**src/rtl/run_ctl_pkg.sv**
```systemverilog
// Shared types and constants for the run/halt sequencer.
package run_ctl_pkg;

    // Sequencer states: release the core, run the window, then dump registers.
    typedef enum logic [2:0] {
        INIT,
        RUN,
        RD,
        CAP,
        OUT,
        DONE
    } state_t;

    localparam int NREGS_DEF  = 16;
    localparam int REG_DATA_W = 32;

    // Width of an index able to address n registers (at least one bit).
    function automatic int idx_width(input int n);
        return (n > 1) ? $clog2(n) : 1;
    endfunction

    localparam int REG_IDX_W = idx_width(NREGS_DEF);

endpackage

```
**src/rtl/run_controller_if.sv**
```systemverilog
// Register-file read port and register-dump stream of the run controller.
interface run_controller_if #(
    parameter int IDX_W  = run_ctl_pkg::REG_IDX_W,
    parameter int DATA_W = run_ctl_pkg::REG_DATA_W
);
    logic [IDX_W-1:0]  reg_idx;
    logic              reg_rd_en;
    logic [DATA_W-1:0] reg_data;
    logic              dump_valid;
    logic              dump_ready;
    logic [IDX_W-1:0]  dump_idx;
    logic [DATA_W-1:0] dump_data;

    // Controller side: issues reads and sources dump beats.
    modport master (
        output reg_idx, reg_rd_en, dump_valid, dump_idx, dump_data,
        input  reg_data, dump_ready
    );

    // Environment side: register file plus dump sink.
    modport slave (
        input  reg_idx, reg_rd_en, dump_valid, dump_idx, dump_data,
        output reg_data, dump_ready
    );
endinterface

```
**src/rtl/run_controller_sat_counter.sv**
```systemverilog
// Saturating up-counter with synchronous reset and count enable.
module sat_counter #(
    parameter int W = 32
) (
    input  logic         clk,
    input  logic         rst,
    input  logic         en,
    output logic [W-1:0] count
);

    // Increment that sticks at all-ones instead of wrapping.
    function automatic logic [W-1:0] sat_inc(input logic [W-1:0] v);
        return (&v) ? v : v + W'(1);
    endfunction

    // Count enabled cycles, clear on reset.
    always_ff @(posedge clk) begin
        if (rst) begin
            count <= '0;
        end else if (en) begin
            count <= sat_inc(count);
        end
    end

endmodule

```
**src/rtl/run_controller.sv**
```systemverilog
// Run/halt sequencer for the Tenyr core: releases reset and halt, runs a
// fixed window while counting cycles and retired instructions, then freezes
// the core and streams the register file out over a valid/ready port.
module run_controller
    import run_ctl_pkg::*;
#(
    parameter int RESET_CYCLES = 3,
    parameter int HALT_CYCLES  = 4,
    parameter int PERIODS      = 64,
    parameter int NREGS        = 16,
    parameter int CNTW         = 32,
    parameter bit DUMP_EN      = 1'b1
) (
    input  logic            clk,
    input  logic            reset,
    input  logic            retire,
    output logic            core_reset,
    output logic            core_halt,
    run_controller_if.master bus,
    output logic [CNTW-1:0] cycle_count,
    output logic [CNTW-1:0] insn_count,
    output logic            done
);

    localparam int IW = REG_IDX_W;
    localparam int PW = (PERIODS > 1) ? $clog2(PERIODS) : 1;

    state_t        state;
    logic [PW-1:0] phase_cnt;
    logic          at_end;
    logic          rst_nx;
    logic          halt_nx;
    logic          last_reg;
    logic          cyc_en;
    logic          insn_en;

    // The core control outputs are registered, so they are derived from the
    // phase the counter is about to take, keeping them aligned to cycle number.
    assign at_end   = (int'(phase_cnt) == PERIODS - 1);
    assign rst_nx   = (int'(phase_cnt) + 1 < RESET_CYCLES);
    assign halt_nx  = (int'(phase_cnt) + 1 < HALT_CYCLES);
    assign last_reg = (bus.reg_idx == IW'(NREGS - 1));

    assign cyc_en  = (state == INIT) || (state == RUN);
    assign insn_en = retire && (state == RUN) && !core_reset && !core_halt;

    // Sequencer FSM with all outputs registered; reg_idx doubles as the dump index.
    always_ff @(posedge clk) begin
        if (reset) begin
            state          <= INIT;
            phase_cnt      <= '0;
            core_reset     <= 1'b1;
            core_halt      <= 1'b1;
            bus.reg_rd_en  <= 1'b0;
            bus.reg_idx    <= '0;
            bus.dump_valid <= 1'b0;
            bus.dump_idx   <= '0;
            bus.dump_data  <= '0;
            done           <= 1'b0;
        end else begin
            bus.reg_rd_en <= 1'b0;
            case (state)
                INIT, RUN: begin
                    if (at_end) begin
                        // Window over: freeze the core, even if it was never released.
                        core_reset <= 1'b0;
                        core_halt  <= 1'b1;
                        if (DUMP_EN) begin
                            state         <= RD;
                            bus.reg_rd_en <= 1'b1;
                        end else begin
                            state <= DONE;
                            done  <= 1'b1;
                        end
                    end else begin
                        phase_cnt  <= phase_cnt + PW'(1);
                        core_reset <= rst_nx;
                        core_halt  <= halt_nx;
                        if (!rst_nx && !halt_nx) begin
                            state <= RUN;
                        end
                    end
                end
                RD: begin
                    state <= CAP;
                end
                CAP: begin
                    bus.dump_data  <= bus.reg_data;
                    bus.dump_idx   <= bus.reg_idx;
                    bus.dump_valid <= 1'b1;
                    state          <= OUT;
                end
                OUT: begin
                    if (bus.dump_ready) begin
                        bus.dump_valid <= 1'b0;
                        if (last_reg) begin
                            state <= DONE;
                            done  <= 1'b1;
                        end else begin
                            bus.reg_idx   <= bus.reg_idx + IW'(1);
                            bus.reg_rd_en <= 1'b1;
                            state         <= RD;
                        end
                    end
                end
                DONE: begin
                    done <= 1'b1;
                end
                default: begin
                    state <= INIT;
                end
            endcase
        end
    end

    sat_counter #(.W(CNTW)) u_cycle_cnt (
        .clk   (clk),
        .rst   (reset),
        .en    (cyc_en),
        .count (cycle_count)
    );

    sat_counter #(.W(CNTW)) u_insn_cnt (
        .clk   (clk),
        .rst   (reset),
        .en    (insn_en),
        .count (insn_count)
    );

endmodule

```
**src/flat_wrapper.sv**
```systemverilog
// flat-port wrapper written by rule: the top's interface ports become plain ports
module run_controller_flat import run_ctl_pkg::*;
#(
    parameter int RESET_CYCLES = 3,
    parameter int HALT_CYCLES  = 4,
    parameter int PERIODS      = 64,
    parameter int NREGS        = 16,
    parameter int CNTW         = 32,
    parameter bit DUMP_EN      = 1'b1
)
  (clk, reset, retire, core_reset, core_halt, cycle_count, insn_count, done, bus_reg_idx, bus_reg_rd_en, bus_dump_valid, bus_dump_idx, bus_dump_data, bus_reg_data, bus_dump_ready);
  run_controller_if bus_i ();
  input  logic clk;
  input  logic reset;
  input  logic retire;
  output logic core_reset;
  output logic core_halt;
  output logic [CNTW-1:0] cycle_count;
  output logic [CNTW-1:0] insn_count;
  output logic done;
  output wire logic [$bits(bus_i.reg_idx)-1:0] bus_reg_idx;
  output wire logic [$bits(bus_i.reg_rd_en)-1:0] bus_reg_rd_en;
  output wire logic [$bits(bus_i.dump_valid)-1:0] bus_dump_valid;
  output wire logic [$bits(bus_i.dump_idx)-1:0] bus_dump_idx;
  output wire logic [$bits(bus_i.dump_data)-1:0] bus_dump_data;
  input wire logic [$bits(bus_i.reg_data)-1:0] bus_reg_data;
  input wire logic [$bits(bus_i.dump_ready)-1:0] bus_dump_ready;
  assign bus_reg_idx = bus_i.reg_idx;
  assign bus_reg_rd_en = bus_i.reg_rd_en;
  assign bus_dump_valid = bus_i.dump_valid;
  assign bus_dump_idx = bus_i.dump_idx;
  assign bus_dump_data = bus_i.dump_data;
  assign bus_i.reg_data = bus_reg_data;
  assign bus_i.dump_ready = bus_dump_ready;
  run_controller #(.RESET_CYCLES(RESET_CYCLES), .HALT_CYCLES(HALT_CYCLES), .PERIODS(PERIODS), .NREGS(NREGS), .CNTW(CNTW), .DUMP_EN(DUMP_EN)) u_core (.clk(clk), .reset(reset), .retire(retire), .core_reset(core_reset), .core_halt(core_halt), .bus(bus_i), .cycle_count(cycle_count), .insn_count(insn_count), .done(done));
endmodule
```
**config.mk**
```make
export PLATFORM = sky130hd
export DESIGN_NAME = run_controller_flat
export DESIGN_NICKNAME = d
export VERILOG_FILES = /design/src/rtl/run_ctl_pkg.sv /design/src/rtl/run_controller_if.sv /design/src/rtl/run_controller_sat_counter.sv /design/src/rtl/run_controller.sv /design/src/flat_wrapper.sv
export SDC_FILE = /design/constraint.sdc
export NUM_CORES = 1
export LEC_CHECK = 0
export ABC_AREA = 1
export CAP_MARGIN = 20
export CORE_AREA = 2 2 117 130
export CTS_BUF_LIST = sky130_fd_sc_hd__clkbuf_8
export CTS_CLUSTER_DIAMETER = 80
export DETAILED_ROUTE_END_ITERATION = 10
export DIE_AREA = 0 0 119 132
export PLACE_DENSITY = 0.72
export SLEW_MARGIN = 20
export SYNTH_ARGS = -nofsm -noshare
export SYNTH_HDL_FRONTEND = slang
export SYNTH_HIERARCHICAL = 1
export SYNTH_SLANG_ARGS = --single-unit
```
**constraint.sdc**
```tcl
create_clock -name clk -period 3.65 [get_ports clk]
set_input_delay 0.73 -clock clk [delete_from_list [all_inputs] [get_ports clk]]
set_output_delay 0.73 -clock clk [all_outputs]
set_load 0.02 [all_outputs]
```
# Word-level counts from Yosys, hierarchy flattened
# Cells that the tools add are included.
[totals]
register_bits = 118
latchBits = 0
ramBits = 0
mem_bits_ro = 0
in_bits = 36
out_inout_bits = 109
mem_count = 0
[classes]
addsub = 5
multipliers = 0
n_div = 0
magnitude_cmp = 2
n_eq_ne = 10
shifts = 0
muxes = 16
bitwise_logic = 5
reduce_logical = 22
[ops]
columns = ["op", "n"]
rows = [
  ["adder 32 x 1 -> 32 bit, second input constant", 2],
  ["AND reduction 32 bit", 2],
  ["< comparator 32 x 3 -> 1 bit, second input constant", 1],
  ["< comparator 32 x 4 -> 1 bit, second input constant", 1],
  ["case mux 3 bit (5 select lines)", 1],
  ["2-to-1 mux 3 bit", 4],
  ["AND reduction 3 bit", 3],
  ["2-to-1 mux 1 bit", 8],
  ["AND reduction 2 bit", 4],
  ["adder 6 x 1 -> 7 bit, second input constant", 1],
  ["adder 6 x 1 -> 6 bit, second input constant", 1],
  ["equality test 3 x 2 -> 1 bit, second input constant", 2],
  ["equality test 3 bit, second input constant", 2],
  ["equality test 6 x 1 -> 1 bit, second input constant", 1],
  ["case mux 1 bit (2 select lines)", 3],
  ["inverter 1 bit", 5],
  ["adder 4 x 1 -> 4 bit, second input constant", 1],
  ["equality test 4 bit, second input constant", 1],
  ["logical AND 1 bit", 4],
  ["logical NOT 1 bit", 4],
  ["nonzero test 2 bit", 2],
  ["equality test 3 x 1 -> 1 bit, second input constant", 1],
  ["logical NOT 3 bit", 1],
  ["inequality test 3 x 1 -> 1 bit, second input constant", 1],
  ["other kinds (4)", 4],
]

# Longest topological paths before layout
[depth]
ltp_word = 7
mapped_depth = 11

# Hierarchy
# Netlist, hierarchy kept.
[modules_own_cells]
columns = ["mod", "n_inst", "cells_per_inst", "area_per_inst_um2", "seq_area_each_um2"]
rows = [
  ["run_controller", 1, 286, 2269.7, 1081.0],
  ["sat_counter at u_core.u_cycle_cnt", 1, 318, 2042.0, 640.6],
  ["sat_counter at u_core.u_insn_cnt", 1, 313, 2026.9, 640.6],
]

# Least setup slack after synthesis
# OpenSTA, ideal clock, no wires.
[synth_timing]
kind = "input to register"
start = "input port retire"
end = "register u_core.u_insn_cnt.count[27]"
setup_time_ns = 0.113
t_arrival_ns = 1.857
path_slack_ns = 1.680
path_stages = 9
n_path_buf = 1
path_cell_list = "nand2_1 > nor4_1 > buf_2 > nand2_1 > nand3b_1 > nor2_1 > nand3_1 > nor2_1 > nor2_1"
[synth_via]
elab_chain_len = 4
[synth_rtl]
columns = ["element", "line", "source"]
rows = [
  ["start: declaration", "flat_wrapper.sv:15", "input logic retire;"],
  ["logical AND 1 bit (3 in series)", "run_controller.sv:45", "assign insn_en = retire && (state == RUN) && !core_reset && !core_halt;"],
  ["net u_core.insn_en", "run_controller.sv:35", "logic insn_en;"],
  ["AND reduction 2 bit (no line)", "-", ""],
  ["end signal: assignment", "run_controller_sat_counter.sv:21", "count <= sat_inc(count);"],
  ["end: declaration", "run_controller_sat_counter.sv:8", "output logic [W-1:0] count"],
]
# The timed path passes the listed nets, and every way through them passes these cells.
# A chain may end at the register's enable or synchronous reset.

# Worst setup path after layout
[layout_timing]
start = "register u_core.u_insn_cnt.count[8]"
end = "output port insn_count[8]"
[layout_lines]
columns = ["element", "line", "source"]
rows = [
  ["end: declaration", "flat_wrapper.sv:19", "output logic [CNTW-1:0] insn_count;"],
]
# No word-level cell between the ends.

==> impl_metrics.json <==
{
  "run_status": "complete, no violations",
  "worst_pin_slew_ns": 0.759,
  "port-buffer-count": 144,
  "async_flop_share_pct": 0,
  "finalCriticalPeriod_ns": 2.30,
  "nFillCells": 1380,
  "whs_endpoint": "u_core/bus.dump_valid",
  "cp.arrival_ns": 1.57,
  "area_delta_synth_final_pct": 29.6,
  "grt_pass1_wl_um": 27500,
  "die_w_um": 119,
  "maxSlewViolCount": 0,
  "cts-buffers-inserted": 17,
  "rows": 46,
  "routed_wirelength_um": 16500,
  "final_antenna_net_count": 0,
  "dr.pass1.iters": 5,
  "synth_most_common_cell": "nor2_1",
  "drive_gt1_share_pct": 12.0,
  "leakagePower_uw": 0.00291,
  "path_max_fanout": 5,
  "via_per_inst": 5.06,
  "io_pins": 145,
  "synth_ff_type": "dfxtp_1",
  "grt_use_total_pct": 21.2,
  "synth-edff-count": 0,
  "synth.ff_latch_count": 118,
  "startpoint_type": "flop",
  "cpPeakStageDelay_ns": 0.66,
  "dp_cells": 1226,
  "final_cells": 1257,
  "min_path_type": "reg2reg",
  "dp_hpwl_um": 11900,
  "core_region_area_sq_um": 14300,
  "die_area_sq_um": 15700,
  "synth-warning-count": 6,
  "clk_latency_ns": 0.45,
  "synth_top_area_share_pct": 37.3,
  "drt_first_iter_violations": 450,
  "n_antenna_cell": 0,
  "syn_nets": 958,
  "ys_top_cells_by_count": "nor2_1 (204), nand2_1 (179), dfxtp_1 (118), nand3_1 (65), a21oi_1 (57)",
  "final-setup-viol-count": 0,
  "critPathKind": "reg2out",
  "gr-total-overflow": 0,
  "antenna_found_initial": 0,
  "dieHeight_um": 132,
  "cts_setup_buffers": 0,
  "yosys-top-cells-area": "dfxtp_1 (37%), nor2_1 (12%), nand2_1 (11%)",
  "ctsResizeCount": 0,
  "worst_hold_startpoint": "u_core/bus.dump_valid",
  "yosysTopAreaCell": "dfxtp_1",
  "ir_drop_v": 0.000215,
  "fin_tns_setup_ns": 0,
  "power_per_cell_area_nw_per_um2": 326,
  "cts_sinks": 118,
  "vias": 6365,
  "grt_pass1_vias": 5875,
  "multi_input_area_sq_um": 3470,
  "finalNetCount": 1094,
  "rrSetupSlack_ns": 1.62,
  "cp-end-kind": "output pin",
  "hold_ws_ns": 0.466,
  "final.period_utilization_pct": 63.0,
  "syn_area_per_cell_sq_um": 6.91,
  "slew_headroom_pct": 49.3,
  "max-cap-violations": 0,
  "worstPathBufferInverterCount": 1,
  "r2r-end": "u_core/u_cycle_cnt/count[23]",
  "cts_hold_buf": 0,
  "path_clk_slew_ns": 0.07,
  "post-route-util_pct": 57.3,
  "wl_per_cell_um": 13.1,
  "gp_congestion": 0.907,
  "slowest_stage": "clkdlybuf4s50_1",
  "clock.fmax_mhz": 435,
  "r2r-start": "u_core/u_cycle_cnt/count[0]",
  "grt_start_max_net_pins": 48,
  "cts_tree": "done",
  "initial_core_util_pct": 44.2,
  "required_ns": 2.92,
  "synth_cells": 917,
  "root_buffer": "clkbuf_8",
  "hold-path-cell-count": 2,
  "cp_top_family": "buffers and inverters",
  "regArea_sq_um": 2360,
  "finalHoldViolCount": 0,
  "synth-seq-area-share_pct": 37.3,
  "finClkSkew_ns": 0.0101,
  "drc": 0,
  "clockBufferDepth": 2,
  "crit_path_cell_trace": "clkdlybuf4s50_1",
  "grt_setup_unrepaired": "no",
  "r2r_cells": 10,
  "ys_types": 44,
  "syn_area_sq_um": 6340,
  "cts_max_level": 4
}
layer usage:
metal  track usage, %  vias to the layer above  share of wire [%]
li1                 -                     3247                  -
met1             26.4                     2852                 45
met2             33.6                      232                 45
met3             7.48                       34                8.4
met4             8.13                        0                2.2
met5                0                        -                  0
cell type report:
cell class,count,area share (%)
multi-input cells,700,42.3
flip-flops and latches,118,28.8
inverters,67,3.09
clock inverters,13,1.90
well taps,192,2.92
repair buffers,149,18.0
clock buffers,18,3.02
layout by cell type, fill, tap and decap left out, types with 4 or more instances in the layout:
master / Yosys / final
nand2_2: 17 / 17
nand3b_1: 5 / 5
ha_1: 5 / 5
a21oi_1: 57 / 57
o21ai_1: 5 / 5
clkbuf_8: 0 / 18
nor2_2: 19 / 19
xnor2_1: 4 / 4
nand2_4: 6 / 6
nor2_4: 18 / 18
clkinv_2: 0 / 4
nand3_2: 7 / 7
nor2_1: 204 / 204
nand4_1: 27 / 27
clkinvlp_4: 0 / 5
inv_2: 10 / 10
o21ai_0: 43 / 43
a31oi_1: 7 / 7
nand3_1: 65 / 65
nor3_1: 9 / 9
a21oi_2: 4 / 4
inv_1: 55 / 55
dfxtp_1: 118 / 118
buf_4: 3 / 5
clkdlybuf4s50_1: 0 / 144
nand2_1: 179 / 179
power by group:
group / switching (uW) / total (uW) / internal (uW) / leakage [uW]
sequential: 12.8 / 1310 / 1300 / 0.000952
clock: 560 / 1240 / 684 / 0.000193
combinational: 59.7 / 122 / 62.7 / 0.00177
worst max-delay path by stage:
stage / from / endpoint / depth (start not counted)
global placement: retire / u_core/u_insn_cnt/count[30] / 12
floorplan: retire / u_core/u_insn_cnt/count[27] / 9
global route: u_core/u_insn_cnt/count[3] / insn_count[3] / 1
detailed placement: retire / u_core/u_insn_cnt/count[30] / 12
CTS: u_core/u_insn_cnt/count[8] / insn_count[8] / 1
finish: u_core/u_insn_cnt/count[8] / insn_count[8] / 1
kinds of logic (layout without fill, tap and decap cells):
group / Yosys count / count (layout) / synth area share [%]
and+or+nand+nor: 569 / 569 / 42.9
AOI/OAI and AO/OA: 119 / 119 / 9.91
xor gates and xnor gates: 7 / 7 / 0.967
adders and majority gates: 5 / 5 / 0.987
buffers and inverters: 99 / 247 / 8.01
DFF: 118 / 118 / 37.3
flip-flops by register name, indices dropped and copies added, names as in the netlist, 3 cells and up:
register	cells
u_core/u_insn_cnt/count	32
u_core/state	3
u_core/phase_cnt	6
u_core/bus.dump_data	32
u_core/bus.dump_idx	4
u_core/bus.reg_idx	4
u_core/u_cycle_cnt/count	32
stage by stage:
stage	worst slack, ns	power, uW	area, sq um
floorplan	1.68	1400	6340
global route	1.29	2770	8210
CTS	1.32	2700	8210
finish	1.35	2680	8210
detailed placement	0.984	1460	7810
global placement	1.03	1460	7810
Power figures use the tool's default switching activity.
